**src/rtl/stream_pkg.sv**
```systemverilog
// Shared helpers for the stream lane serializer: counter widths and valid-prefix counting.
package stream_pkg;

    // Upper bound on lane count accepted by prefix_count.
    localparam int unsigned MaxLanes = 32;

    function automatic int unsigned cnt_w(input int unsigned lanes);
        return $clog2(lanes + 1);
    endfunction

    function automatic int unsigned idx_w(input int unsigned lanes);
        return $clog2(lanes + 1);
    endfunction

    // Number of consecutive ones starting at bit 0.
    function automatic int unsigned prefix_count(input logic [MaxLanes-1:0] vld);
        int unsigned n;
        logic        run;
        n   = 0;
        run = 1'b1;
        for (int i = 0; i < MaxLanes; i++) begin
            run = run & vld[i];
            if (run) n++;
        end
        return n;
    endfunction

endpackage

```
**src/rtl/stream_lane_buf.sv**
```systemverilog
// Per-lane enable-written payload registers with a read mux selected by lane index.
module stream_lane_buf #(
    parameter int unsigned Depth     = 2,
    parameter int unsigned DataWidth = 32,
    parameter int unsigned IdxW      = 2
) (
    input  logic                       clk,
    input  logic [Depth-1:0]           wr_en,
    input  logic [Depth*DataWidth-1:0] wr_data,
    input  logic [IdxW-1:0]            rd_idx,
    output logic [DataWidth-1:0]       rd_data
);

    logic [DataWidth-1:0] mem [Depth];

    always_ff @(posedge clk) begin
        for (int i = 0; i < Depth; i++) begin
            if (wr_en[i]) mem[i] <= wr_data[i*DataWidth +: DataWidth];
        end
    end

    // Out-of-range indices (possible once a bundle is fully drained) read as zero.
    always_comb begin
        rd_data = '0;
        for (int i = 0; i < Depth; i++) begin
            if (rd_idx == IdxW'(i)) rd_data = mem[i];
        end
    end

endmodule

```
**src/rtl/stream_lane_serializer.sv**
```systemverilog
// Serializes an InWidth-lane in-order bundle onto a single valid/ready stream, lane 0 first.
// Optional 0-cycle bypass from lane 0 when idle: define STREAM_LANE_SERIALIZER_BYPASS_EN.
module stream_lane_serializer
    import stream_pkg::*;
#(
    parameter int unsigned InWidth   = 2,
    parameter int unsigned DataWidth = 32
) (
    input  logic                         clk,
    input  logic                         rst,
    input  logic [InWidth-1:0]           in_vld_i,
    input  logic [InWidth*DataWidth-1:0] in_payload_i,
    output logic [InWidth-1:0]           in_rdy_o,
    output logic                         out_vld_o,
    output logic [DataWidth-1:0]         out_payload_o,
    input  logic                         out_rdy_i,
    input  logic                         flush_i
);

    localparam int unsigned CntW = cnt_w(InWidth);
    localparam int unsigned IdxW = idx_w(InWidth);

    logic [CntW-1:0]              cnt_q, cnt_d, n;
    logic [IdxW-1:0]              rd_idx_q, rd_idx_d;
    logic                         win, capture, out_fire;
    logic [InWidth-1:0]           fired, wr_en;
    logic [InWidth*DataWidth-1:0] wr_data;
    logic [DataWidth-1:0]         rd_data;

    // A new bundle may enter when empty or when the last item leaves this cycle.
    assign win      = ~flush_i & ((cnt_q == '0) | ((cnt_q == CntW'(1)) & out_rdy_i));
    assign in_rdy_o = {InWidth{win}};
    assign fired    = in_vld_i & in_rdy_o;
    assign n        = CntW'(prefix_count(MaxLanes'(fired)));
    assign capture  = win & (n != '0);

`ifdef STREAM_LANE_SERIALIZER_BYPASS_EN
    logic bypass;
    assign bypass        = (cnt_q == '0) & ~flush_i & in_vld_i[0];
    assign out_vld_o     = bypass | ((cnt_q != '0) & ~flush_i);
    assign out_payload_o = bypass ? in_payload_i[DataWidth-1:0] : rd_data;
`else
    assign out_vld_o     = (cnt_q != '0) & ~flush_i;
    assign out_payload_o = rd_data;
`endif
    assign out_fire = out_vld_o & out_rdy_i;

    always_comb begin
        cnt_d    = cnt_q;
        rd_idx_d = rd_idx_q;
        wr_en    = '0;
        wr_data  = in_payload_i;
        if (flush_i) begin
            cnt_d    = '0;
            rd_idx_d = '0;
        end else if (capture) begin
            rd_idx_d = '0;
`ifdef STREAM_LANE_SERIALIZER_BYPASS_EN
            // Lane 0 leaves through the bypass; store only the remaining lanes, shifted down.
            if (bypass && out_rdy_i) begin
                cnt_d = n - CntW'(1);
                for (int i = 0; i < InWidth - 1; i++) begin
                    wr_en[i] = (i + 1) < int'(n);
                    wr_data[i*DataWidth +: DataWidth] = in_payload_i[(i+1)*DataWidth +: DataWidth];
                end
            end else
`endif
            begin
                cnt_d = n;
                for (int i = 0; i < InWidth; i++) begin
                    wr_en[i] = i < int'(n);
                end
            end
        end else if (out_fire) begin
            cnt_d    = cnt_q - CntW'(1);
            rd_idx_d = rd_idx_q + IdxW'(1);
        end
    end

    always_ff @(posedge clk or posedge rst) begin
        if (rst) begin
            cnt_q    <= '0;
            rd_idx_q <= '0;
        end else begin
            cnt_q    <= cnt_d;
            rd_idx_q <= rd_idx_d;
        end
    end

    stream_lane_buf #(
        .Depth     (InWidth),
        .DataWidth (DataWidth),
        .IdxW      (IdxW)
    ) u_buf (
        .clk     (clk),
        .wr_en   (wr_en),
        .wr_data (wr_data),
        .rd_idx  (rd_idx_q),
        .rd_data (rd_data)
    );

    logic [InWidth-1:0] vld_lower;
    assign vld_lower = {in_vld_i[InWidth-2:0], 1'b1};

    prefix_vld_a: assert property (@(posedge clk) disable iff (rst)
        (in_vld_i & ~vld_lower) == '0);

endmodule
```
**config.mk**
```make
export PLATFORM = sky130hd
export DESIGN_NAME = stream_lane_serializer
export DESIGN_NICKNAME = d
export VERILOG_FILES = /design/src/rtl/stream_pkg.sv /design/src/rtl/stream_lane_buf.sv /design/src/rtl/stream_lane_serializer.sv
export SDC_FILE = /design/constraint.sdc
export NUM_CORES = 1
export LEC_CHECK = 0
export CAP_MARGIN = 20
export CORE_ASPECT_RATIO = 0.9
export CORE_UTILIZATION = 43
export CTS_CLUSTER_SIZE = 40
export DETAILED_ROUTE_END_ITERATION = 10
export MAX_ROUTING_LAYER = met4
export PLACE_DENSITY = 0.76
export SYNTH_ARGS = -nofsm -noshare
export SYNTH_HDL_FRONTEND = slang
export SYNTH_SLANG_ARGS = --single-unit
```
**constraint.sdc**
```tcl
create_clock -name clk -period 3.73 [get_ports clk]
set_input_delay 0.746 -clock clk [delete_from_list [all_inputs] [get_ports clk]]
set_output_delay 0.746 -clock clk [all_outputs]
set_load 0.01 [all_outputs]
```
==> qor.txt <==
final wirelength = 5910 um
Post-CTS Setup Inserts = 0
Worst Skew = 7.64 ps
path type of the worst min-delay path = flop to flop
Die Wd = 85.9 um
Max-cap violations = 0
FFs w/ async S/R, synth = 5.88%
worst-path fanout max = 33
Max IR drop VDD = 0.000362 V
H-tree levels = 3
TritonCTS clock tree = yes
unrepaired setup endpoints after global routing = no
fin nets = 390
Via density = 4.67
Tcrit/Tclk final = 83.2%
Root Buffer = clkbuf_8
grt total ovfl = 0
via count = 1,905
die area = 0.00665 sq mm
Synth Register Bits = 68
Iter 0 DRT Violations = 86
Pleak = 1.48 nW
fraction of layout cells with a size suffix above 1 = 7.79%
Tmin final = 3100 ps
gpl congestion = 0.799
worst-path cell chain = inv_1, ha_2, buf_12, nand2_1, o21ai_0, clkdlybuf4s50_1
crit path launch type = flop
Mapped Area = 0.00272 sq mm
Tot GR Track Use = 19.0%
initial antenna violation count = 0
row count = 27
sequential share of the synthesized area = 74.3%
Netlist cell types = 28
launch point of the worst path = rd_idx_q[1]$_DFFE_PP0P_
core area = 0.00611 sq mm
CTS Buf Count = 9
global-route wire length before repair = 9060 um
Final ANT Viol Nets = 0
Gate Count Post-Synth = 209
power density over the cells = 614 mW/mm^2
Least-Margin Pin Slew = 605 ps
# port buffers = 104
R2R Setup Slk = 1560 ps
most frequent cells in the layout = clkdlybuf4s50_1 (104), nand2_1 (64), edfxtp_1 (64), o21ai_1 (30), clkbuf_8 (9)
most common cell after layout, fill and taps aside = clkdlybuf4s50_1
crit path kind = flop to output port
Setup TNS = 0 ps
remaining routing DRC violations = 0
Top FF cell, synth = edfxtp_1
Final Hold Viols = 0
Ports = 105
post-synthesis average cell area = 13.0 sq um
# diodes = 0
Clock Latency Late Sink = 330 ps
Max Slew Vio Count = 0
Critical R2R Launch = cnt_q[0]$_DFFE_PP0P_
clock slew at reported path FFs = 70 ps
clk buf depth = 2
fmax = 322 MHz
Post-CTS Resized = 0
Initial Util = 44.5%
pin count of the biggest net entering global routing = 34
DR WL/cell = 14.5 um
setup violators final = 0
Post-Syn Nets = 283
Ys Warns = 0
slowest stage cell, crit path = clkdlybuf4s50_1
CP max stage delay = 580 ps
hold path startpoint = cnt_q[0]$_DFFE_PP0P_
synth-to-layout area growth = 50.5%
DP Worst Slack = 867 ps
first-pass iteration count of the detailed router = 4
cell area after layout = 0.00410 sq mm
clk sinks = 68
Final WS setup = 627 ps
number of synthesized flops with an enable pin = 64
Arr. time, crit path = 2360 ps
CP endpoint kind = output port
post-placement cell area = 0.00386 sq mm
Worst EP required = 2980 ps
Fill cells = 468
Slew HR = 59.7%
Post-DP HPWL = 4150 um
status = finished, final reports clean
vias in the first global route = 1,946
CTS Hold Bufs = 0
Die Ht = 77.5 um
-- stage by stage --
step	total power, W	hold WS (ps)	cells	util [%]
after floorplan	0.00137	469	209	-
after global placement	0.00180	491	392	63.1
after detailed placement	0.00182	496	392	63.1
after CTS	0.00254	506	408	67.0
after global routing	0.00264	558	408	67.0
final	0.00252	500	408	67.0
-- cell families (layout without fill, tap and decap cells) --
logic type                 after synthesis  count (layout)  synth area share, %
AOI/OAI and AO/OA                       39              39                 7.95
xor gates and xnor gates                 1               1                0.322
adders and majority gates                4               4                 1.84
buffers and inverters                   20             132                 3.63
DFF                                     68              68                 74.3
muxes                                    3               3                 1.10
and+or+nand+nor                         74              74                 10.9
-- worst paths after layout --
kind / end / cells past startpoint
max in group asynchronous: cnt_q[0]$_DFFE_PP0P_ / 2
min in group asynchronous: rd_idx_q[0]$_DFFE_PP0P_ / 2
max: out_payload_o[9] / 6
max reg2reg: u_buf.mem[0][52]$_DFFE_PP_ / 6
min reg2reg: cnt_q[0]$_DFFE_PP0P_ / 1
min: cnt_q[0]$_DFFE_PP0P_ / 1
-- where the power goes --
group / leakage (nW) / switching (W) / internal, W
registers: 0.640 / 0.0000226 / 0.000920
clock network: 0.117 / 0.000276 / 0.000442
logic: 0.727 / 0.000405 / 0.000451
-- layout make-up --
cell class	count	area, sq um	share of cell area (%)
clock inverter	7	115	2.81
tap	87	109	2.66
sequential	68	2020	49.4
multi-input combinational	121	606	14.8
clock buffer	9	124	3.02
inverter	6	22.5	0.550
timing repair buffer	110	1100	26.8
-- state kept, by name (all words and copies together), names as in the netlist --
| signal | count |
|---|---|
| cnt_q | 2 |
| rd_idx_q | 2 |
| u_buf.mem | 64 |
-- worst max-delay path: cells and delay by family (launching register included) --
family / cells / cell delay (ps)
buffers and inverters: 3 / 920
adders and majority gates: 1 / 570
DFF: 1 / 380
and+or+nand+nor: 1 / 60
AOI/OAI and AO/OA: 1 / 90
-- synthesized netlist by cell type, types with 3 or more instances --
master	n	area, sq um
clkbuf_1	8	30.0
o21ai_1	30	150
dfrtp_1	4	100
edfxtp_1	64	1920
nand2_1	64	240
nor2_1	3	11.3
inv_1	6	22.5
mux2i_1	3	30.0
ha_1	4	50.1
-- layer usage --
layer	track usage (%)	vias up	routed length (um)
met3	4.36	11	271
met1	22.1	882	2490
li1	-	945	-
met2	30.6	67	3020
met5	-	-	0
met4	10.5	0	127
Power figures use the tool's default switching activity.
